**src/rtl/dk_input_ctrl.sv**
```systemverilog
// dk_input_ctrl
// Input front end for dkong_top. It turns PS/2 key events and merged joystick
// bits into player 1/2 controls, start buttons and a shaped coin pulse.
// When the cabinet is turned sideways, the directions are rotated by 90 degrees.
// Each coin request becomes a fixed-width pulse followed by a guard gap.
// Up to three further coins can wait in a small queue.
// All outputs are active-high. The top level inverts them for dkong_top.
//
// Parameters
//   COIN_PULSE_CYC  cycles O_COIN is held high per coin (>= 1)
//   COIN_GAP_CYC    minimum low cycles after each pulse (>= 1)
//   CNT_W           coin timer width, holds max(COIN_PULSE_CYC, COIN_GAP_CYC)
// Ports
//   I_CLK_24576M  in   system clock
//   I_RESETn      in   asynchronous active-low reset
//   I_PS2_KEY     in   [10]=event toggle, [9]=pressed, [8:0]=scan code
//   I_JOY         in   [0]R [1]L [2]D [3]U [4]fire [5]start1 [6]start2
//   I_ROTATE      in   1 = horizontal orientation, remap directions
//   I_AUTO_COIN   in   1 = start presses also request a coin
//   O_P1, O_P2    out  {fire,right,left,down,up}
//   O_START1/2    out  start buttons
//   O_COIN        out  shaped coin pulse
//   O_COIN_PEND   out  queued coin count 0..3
module dk_input_ctrl #(
  parameter int COIN_PULSE_CYC = 1228800,
  parameter int COIN_GAP_CYC   = 1228800,
  parameter int CNT_W          = 22
) (
  input  logic        I_CLK_24576M,
  input  logic        I_RESETn,
  input  logic [10:0] I_PS2_KEY,
  input  logic [15:0] I_JOY,
  input  logic        I_ROTATE,
  input  logic        I_AUTO_COIN,
  output logic [4:0]  O_P1,
  output logic [4:0]  O_P2,
  output logic        O_START1,
  output logic        O_START2,
  output logic        O_COIN,
  output logic [1:0]  O_COIN_PEND
);

  localparam logic [CNT_W-1:0] PULSE_LOAD = CNT_W'(COIN_PULSE_CYC - 1);
  localparam logic [CNT_W-1:0] GAP_LOAD   = CNT_W'(COIN_GAP_CYC - 1);
  localparam logic [CNT_W-1:0] TIMER_ONE  = CNT_W'(1);

  typedef enum logic [1:0] {
    COIN_IDLE  = 2'd0,
    COIN_PULSE = 2'd1,
    COIN_GAP   = 2'd2
  } coin_state_t;

  // Only bits [6:0] of the merged joystick word carry controls.
  logic unused_joy_bits;
  assign unused_joy_bits = ^I_JOY[15:7];

  logic tog_q;
  logic armed;
  logic key_event;
  logic [8:0] scan_code;
  logic pressed;

  logic k_up1, k_down1, k_left1, k_right1, k_fire1;
  logic k_up2, k_down2, k_left2, k_right2, k_fire2;
  logic k_f1, k_f2, k_1, k_2, k_coin1, k_coin2;

  assign scan_code = I_PS2_KEY[8:0];
  assign pressed   = I_PS2_KEY[9];
  // Before the first clock after reset, the tracker has not yet seen the
  // toggle line. A stale toggle level must not count as an event.
  assign key_event = armed && (I_PS2_KEY[10] != tog_q);

  always_ff @(posedge I_CLK_24576M or negedge I_RESETn) begin
    if (!I_RESETn) begin
      tog_q    <= 1'b0;
      armed    <= 1'b0;
      k_up1    <= 1'b0;
      k_down1  <= 1'b0;
      k_left1  <= 1'b0;
      k_right1 <= 1'b0;
      k_fire1  <= 1'b0;
      k_up2    <= 1'b0;
      k_down2  <= 1'b0;
      k_left2  <= 1'b0;
      k_right2 <= 1'b0;
      k_fire2  <= 1'b0;
      k_f1     <= 1'b0;
      k_f2     <= 1'b0;
      k_1      <= 1'b0;
      k_2      <= 1'b0;
      k_coin1  <= 1'b0;
      k_coin2  <= 1'b0;
    end else begin
      tog_q <= I_PS2_KEY[10];
      armed <= 1'b1;
      if (key_event) begin
        // Arrow keys match on the low byte only. Extended and keypad
        // variants therefore behave the same.
        case (scan_code[7:0])
          8'h75:   k_up1    <= pressed;
          8'h72:   k_down1  <= pressed;
          8'h6B:   k_left1  <= pressed;
          8'h74:   k_right1 <= pressed;
          default: ;
        endcase
        case (scan_code)
          9'h029, 9'h014: k_fire1 <= pressed;
          9'h005:  k_f1    <= pressed;
          9'h006:  k_f2    <= pressed;
          9'h016:  k_1     <= pressed;
          9'h01E:  k_2     <= pressed;
          9'h02E:  k_coin1 <= pressed;
          9'h036:  k_coin2 <= pressed;
          9'h02D:  k_up2   <= pressed;
          9'h02B:  k_down2 <= pressed;
          9'h023:  k_left2 <= pressed;
          9'h034:  k_right2 <= pressed;
          9'h01C:  k_fire2 <= pressed;
          default: ;
        endcase
      end
    end
  end

  // Returns {right,left,down,up}. When rotated: up<-left, down<-right,
  // left<-down, right<-up.
  function automatic logic [3:0] remap(input logic rot, input logic u,
                                       input logic d, input logic l,
                                       input logic r);
    return rot ? {u, d, r, l} : {r, l, d, u};
  endfunction

  logic [3:0] p1_dir, p2_dir;
  logic fire1_c, fire2_c, start1_c, start2_c;

  assign p1_dir   = remap(I_ROTATE, k_up1 | I_JOY[3], k_down1 | I_JOY[2],
                          k_left1 | I_JOY[1], k_right1 | I_JOY[0]);
  assign p2_dir   = remap(I_ROTATE, k_up2 | I_JOY[3], k_down2 | I_JOY[2],
                          k_left2 | I_JOY[1], k_right2 | I_JOY[0]);
  assign fire1_c  = k_fire1 | I_JOY[4];
  assign fire2_c  = k_fire2 | I_JOY[4];
  assign start1_c = k_f1 | k_1 | I_JOY[5];
  assign start2_c = k_f2 | k_2 | I_JOY[6];

  always_ff @(posedge I_CLK_24576M or negedge I_RESETn) begin
    if (!I_RESETn) begin
      O_P1     <= 5'd0;
      O_P2     <= 5'd0;
      O_START1 <= 1'b0;
      O_START2 <= 1'b0;
    end else begin
      O_P1     <= {fire1_c, p1_dir};
      O_P2     <= {fire2_c, p2_dir};
      O_START1 <= start1_c;
      O_START2 <= start2_c;
    end
  end

  logic coin_lvl, coin_lvl_q, coin_req, dequeue;
  coin_state_t coin_state;
  logic [CNT_W-1:0] coin_timer;
  logic [1:0] pend, pend_next;

  // While a coin key stays held, it produces exactly one request.
  assign coin_lvl = k_coin1 | k_coin2 | (I_AUTO_COIN & (start1_c | start2_c));
  assign coin_req = coin_lvl & ~coin_lvl_q;
  assign dequeue  = (coin_state == COIN_IDLE) && (pend != 2'd0);

  // A request and a dequeue in the same cycle cancel out, even when the
  // queue is full. Otherwise a request into a full queue is dropped.
  always_comb begin
    pend_next = pend;
    case ({coin_req, dequeue})
      2'b10:   pend_next = (pend == 2'd3) ? 2'd3 : pend + 2'd1;
      2'b01:   pend_next = pend - 2'd1;
      default: pend_next = pend;
    endcase
  end

  assign O_COIN_PEND = pend;

  always_ff @(posedge I_CLK_24576M or negedge I_RESETn) begin
    if (!I_RESETn) begin
      coin_state <= COIN_IDLE;
      coin_timer <= '0;
      coin_lvl_q <= 1'b0;
      pend       <= 2'd0;
      O_COIN     <= 1'b0;
    end else begin
      coin_lvl_q <= coin_lvl;
      pend       <= pend_next;
      case (coin_state)
        COIN_IDLE: begin
          if (pend != 2'd0) begin
            coin_state <= COIN_PULSE;
            coin_timer <= PULSE_LOAD;
            O_COIN     <= 1'b1;
          end
        end
        COIN_PULSE: begin
          if (coin_timer == '0) begin
            coin_state <= COIN_GAP;
            coin_timer <= GAP_LOAD;
            O_COIN     <= 1'b0;
          end else begin
            coin_timer <= coin_timer - TIMER_ONE;
          end
        end
        COIN_GAP: begin
          if (coin_timer == '0) begin
            coin_state <= COIN_IDLE;
          end else begin
            coin_timer <= coin_timer - TIMER_ONE;
          end
        end
        default: begin
          coin_state <= COIN_IDLE;
          O_COIN     <= 1'b0;
        end
      endcase
    end
  end

endmodule

```
**config.mk**
```make
export PLATFORM = sky130hd
export DESIGN_NAME = dk_input_ctrl
export DESIGN_NICKNAME = d
export VERILOG_FILES = /design/src/rtl/dk_input_ctrl.sv
export SDC_FILE = /design/constraint.sdc
export NUM_CORES = 1
export LEC_CHECK = 0
export ABC_AREA = 0
export CORE_UTILIZATION = 40
export CTS_BUF_LIST = sky130_fd_sc_hd__clkbuf_2
export DETAILED_ROUTE_END_ITERATION = 6
export PLACE_DENSITY_LB_ADDON = 0.05
export SYNTH_ARGS = -nofsm -noshare
export SYNTH_HDL_FRONTEND = slang
export SYNTH_SLANG_ARGS = --single-unit
```
**constraint.sdc**
```tcl
create_clock -name I_CLK_24576M -period 3.2 [get_ports I_CLK_24576M]
set_input_delay 0.48 -clock I_CLK_24576M [delete_from_list [all_inputs] [get_ports I_CLK_24576M]]
set_output_delay 0.48 -clock I_CLK_24576M [all_outputs]
set_load 0.01 [all_outputs]
```
Word level (Yosys, flattened, before mapping)

Cells that the tools add are included.

Flip-flop bits (word level): 58
Input port bits: 31
Output and inout bits: 15
Word-level logic and storage cells: 120

Add/subtract/negate cells: 3
Equal/unequal tests: 27
Muxes and demuxes: 15
Bitwise logic cells: 21
Reductions and logical operators: 27

Operators with widths:

| operator                | count |
|---|---|
| $mux W22                | 3 |
| $pmux W22 S3            | 1 |
| $eq A9 B6 Y1 const B    | 7 |
| $eq A9 B5 Y1 const B    | 4 |
| $eq A8 B7 Y1 const B    | 4 |
| $reduce_and A2 Y1       | 16 |
| $logic_not A22 Y1       | 1 |
| $sub A22 B1 Y22 const B | 1 |
| $eq A9 B3 Y1 const B    | 2 |
| $or A1 B1 Y1            | 17 |
| $reduce_and A3 Y1       | 3 |
| $mux W2                 | 4 |
| $mux W4                 | 2 |
| $eq A2 B2 Y1 const B    | 3 |
| $ne A2 B2 Y1 const B    | 3 |
| $pmux W2 S3             | 1 |
| $eq A2 B1 Y1 const B    | 2 |
| $pmux W2 S2             | 1 |
| $reduce_bool A2 Y1      | 2 |
| $pmux W1 S3             | 1 |
| $reduce_bool A3 Y1      | 1 |
| $add A2 B1 Y2 const B   | 1 |
| $and A1 B1 Y1           | 2 |
| $logic_and A1 B1 Y1     | 2 |
| other kinds (7)         | 9 |

Depth between registers and ports, before layout

Depth in word-level cells: 8
Gate-level depth with buffers: 9
Mapped depth without buffers: 8

Least setup slack after synthesis

No wires, ideal clock.

Path type: register to register
From: register coin_timer[0]
To: register coin_state[1]
Setup time: 125 ps
Data arrival time: 1,912 ps
Required time: 3,075 ps
Path slack: 1,164 ps
Stages on the path, launching flop included: 8
Path buffers: 0
Period minus slack after synthesis: 2,036 ps
Path through: dfrtp_1 inv_1 ha_1 or4b_1 nor3_2 a21oi_1 a21oi_1 mux2_2

Word-level cells in the longest chain between the ends: 3
Elaborated cells between the ends (all ways): 4
Classes of those cells: eq/ne (2); reduce/logical (2)

Ends and longest elaborated chain:

| element                              | line     | source |
|---|---|---|
| from (decl)                          | 161      | `logic [CNT_W-1:0] coin_timer;` |
| from (signal assigned)               | 206      | `coin_timer <= coin_timer - TIMER_ONE;` |
| from (signal assigned)               | 213      | `coin_timer <= coin_timer - TIMER_ONE;` |
| $logic_not A22 Y1 *                  | 201, 210 |  |
| $ne A2 B2 Y1 (no source line)        | -        |  |
| $reduce_and A3 Y1 (no source line) * | -        |  |
| to (signal assigned)                 | 202      | `coin_state <= COIN_GAP;` |
| to (signal assigned)                 | 211      | `coin_state <= COIN_IDLE;` |
| to (signal assigned)                 | 217      | `coin_state <= COIN_IDLE;` |
| to (decl)                            | 160      | `coin_state_t coin_state;` |

Every way passes the cells marked *; elsewhere a longest branch is shown, timed or not.
A chain may end at the register's enable or synchronous reset.

Worst setup path in the final report

From: register coin_timer[0]
To: register coin_timer[9]

Word-level cells in the longest chain between the ends: 3
Elaborated cells between the ends (all ways): 7
Classes of those cells: add/sub (1); eq/ne (1); mux (3); reduce/logical (2)

Ends and longest elaborated chain:

| element                                              | line | source |
|---|---|---|
| $sub A22 B1 Y22 or $logic_not A22 Y1 (tied branches) | -    |  |
| $mux W22, or another cell as far along               | 210  | `if (coin_timer == '0) begin` |
| $pmux W22 S3 or $reduce_and A3 Y1 (tied branches)    | -    |  |

Several ways; a longest one is shown, not always the timed one. The select of a mux whose other input is x is not followed.

==> impl_metrics.ini <==
[setup_path]
startpoint_type = flop
critPathMaxFanout = 28
path_cells = inv_1, ha_1, or4b_1, nor3_2, a31o_1, buf_4, o21ai_0, a2bb2oi_1
crit_type = flop to flop
r2r_slack_ns = 0.83
path_delay_family = simple AND/OR/NAND/NOR gates
critical_path_buf_inv_count = 2
setup.worst_path.end_class = flop
required_ns = 3.62
slowest_stage = or4b_1
arrival_ns = 2.79
max_stage_delay_ns = 0.47

[drt]
drt_iter0_drc = 86
wl_per_cell_um = 15.0
drc = 0
dr_wl_met2_um = 3360
detail_route.wirelength_um = 6960
drt_pass1_iterations = 4
top_layer = met4
m1WireLength_um = 3290
route.met3.wl_um = 211
postRouteAntennaNets = 0
via_per_inst = 5.50
num_vias = 2556

[clock_network]
cts_buffer_depth = 2
numCtsBuffers = 9
cts_tree = yes
h-tree-depth = 3
cts_setup_buffers = 0
cts.sinks = 58
cts_resized = 0
postCtsHoldBufs = 0
clkTransAtPathRegs_ns = 0.17
clock_tree.root_cell = clkbuf_2
clk_latency_ns = 0.48

[sta]
setup_viol = 0
period_share = 0.741
fmax_mhz = 422
slew_headroom = 0.502
fin_tns_setup_ns = 0
final-hold-violation-count = 0
rsz0062_at_grt = false
slew_viol_final = 0
fin_skew_ns = 0.0149
period_needed_ns = 2.37
worst_slew_pin_slew_ns = 0.747

[synthesis]
ys_seq_area_frac = 0.452
syn_avg_cell_area_um2 = 10.1
syn-num-nets = 360
synth_fa_ha_area_frac = 0.0390
synth-seq-cells = 58
synthCells = 319
synth.distinct_cells = 55
synth.area.mux_share = 0.0663
ys.flop_type = dfrtp_1
synth_compound_area_frac = 0.166
syn-cell-area_mm2 = 0.00321
ys_top_cells_by_area = dfrtp_1 (45%), mux2_2 (6.3%), a21oi_1 (5.1%), ha_1 (3.9%), nor3_1 (3.7%)
synth_top_area_cell = dfrtp_1
ys_warn_count = 0
yosys.area_share.xor_xnor = 0.00546
synth-edff-count = 0
yosys.area_share.simple = 0.229
synth_top_area_frac = 0.452
async_reset_ff_frac = 1.00
synth_top_family_by_area = simple AND/OR/NAND/NOR gates

[floorplan]
initial_utilization = 0.415
die_w_um = 91.6
die_area_mm2 = 0.00839
io_pins = 46
std_cell_rows = 32
die_y_um = 91.6
core_area_mm2 = 0.00773

[cells_and_area]
final_cell_mix = dfrtp_1 (58), clkdlybuf4s50_1 (35), a21oi_1 (33)
area_delta_synth_final_pct = 16.9
multi_input_area_mm2 = 0.00163
nFillCells = 727
instances_no_fill = 465
n_antenna_cell = 0
register_area_mm2 = 0.00145
final_net_count = 400
drive_gt1_frac = 0.165
final_common_cell = dfrtp_1

[placed_design]
dpl.hpwl_um = 4770
numPlacedInstances = 450
gp_congestion = 0.855
port_buffers = 36

[flow_run]
max_cap_violations = 0

[grt]
grt-ovfl-total = 0
grt_pass1_wl_um = 12000
grt_usage = 0.184
grt_start_max_net_pins = 31
antenna_found_initial = 0
grt_pass1_vias = 2501

[power_and_ir_drop]
p_leak_nw = 1.58
vdd_drop_max_v = 0.000188
finalPower_mw = 1.35
power_density_mw_per_mm2 = 359

[hold_path]
hold_path.class = input pin to async pin

[status]
status = complete, no violations
[where the power goes]
part | switching [mW] | internal (mW)
registers | 0.0113 | 0.754
clock network | 0.269 | 0.178
logic | 0.0671 | 0.0692
total | 0.347 | 1.00
[cell families (layout without fill, tap and decap cells)]
| kind of cell | after synthesis | count (layout) |
|---|---|---|
| AO/OA/AOI/OAI | 78 | 78 |
| flip-flops | 58 | 58 |
| adder cells (fa/ha/maj) | 10 | 10 |
| AND/OR/NAND/NOR | 124 | 124 |
| multiplexers | 19 | 19 |
| XOR/XNOR | 2 | 2 |
| other | 1 | 1 |
| buffers and inverters | 27 | 71 |
[worst register-to-register path, delay by kind of cell, from the launching register on]
kind	cells	cell delay, ns
AOI/OAI and AO/OA	3	0.54
DFF	1	0.42
buffers and inverters	2	0.43
and+or+nand+nor	2	0.73
adders and majority gates	1	0.21
[path summary, 6_finish.rpt]
path,startpoint,end,depth (start not counted)
max reg2reg,coin_timer[0]$_DFFE_PN0P_,coin_timer[9]$_DFFE_PN0P_,8
max,coin_timer[0]$_DFFE_PN0P_,coin_timer[9]$_DFFE_PN0P_,8
max in group asynchronous,I_RESETn,k_coin1$_DFFE_PN0P_,2
min reg2reg,k_fire2$_DFFE_PN0P_,O_P2[4]$_DFF_PN0_,1
min,I_RESETn,coin_timer[18]$_DFFE_PN0P_,1
min in group I_CLK_24576M,I_PS2_KEY[10],tog_q$_DFF_PN0_,1
[metrics by stage]
stage               setup slack (ns)  instance area (um^2)  utilization  hold slack (ns)
floorplan                       1.16                  3210            -            0.184
global placement               0.520                  3650        0.473            0.450
detailed placement             0.522                  3650        0.473            0.462
CTS                            0.823                  3750        0.486           0.0466
global route                   0.624                  3750        0.486           0.0459
finish                         0.828                  3750        0.486           0.0377
[cells in the mapped netlist (2+ instances only)]
| master | count |
|---|---|
| buf_6 | 2 |
| nor2_2 | 2 |
| o21ai_0 | 8 |
| and4_1 | 2 |
| nand3_1 | 4 |
| nand4_1 | 3 |
| a31oi_1 | 7 |
| clkbuf_1 | 5 |
| buf_2 | 4 |
| o22a_1 | 5 |
| dfrtp_1 | 58 |
| mux2_2 | 18 |
| nand2b_1 | 3 |
| nor3_2 | 4 |
| nor4_4 | 3 |
| nor2_1 | 30 |
| a2bb2oi_2 | 2 |
| nand2_1 | 13 |
| a2bb2oi_1 | 5 |
| nor3_1 | 24 |
| nand4b_1 | 3 |
| o21ai_1 | 2 |
| ha_1 | 10 |
| nor2b_1 | 2 |
| xor2_1 | 2 |
| a22o_1 | 2 |
| a21oi_1 | 33 |
| or3_1 | 6 |
| or2_2 | 5 |
| inv_1 | 15 |
| nor4_1 | 11 |
| o21a_1 | 2 |
| nor3b_1 | 2 |
[registers in the layout (all words and copies together), names as in the netlist, 2 cells and up]
name / cells
O_COIN_PEND: 2
O_P2: 5
coin_timer: 22
coin_state: 2
O_P1: 5
[layer usage]
layer  up-vias  global-route usage
met5         -                   0
met4         0              0.0675
met3        10              0.0452
met2        41               0.298
met1      1234               0.238
li1       1271                   -
[area by class of cell]
type                       instances  area share
inverter                          15      0.0150
multi-input combinational        234       0.433
tap                              102      0.0340
clock inverter                     4      0.0117
timing repair buffer              41       0.105
sequential                        58       0.387
clock buffer                      11      0.0147
Power figures use the tool's default switching activity.
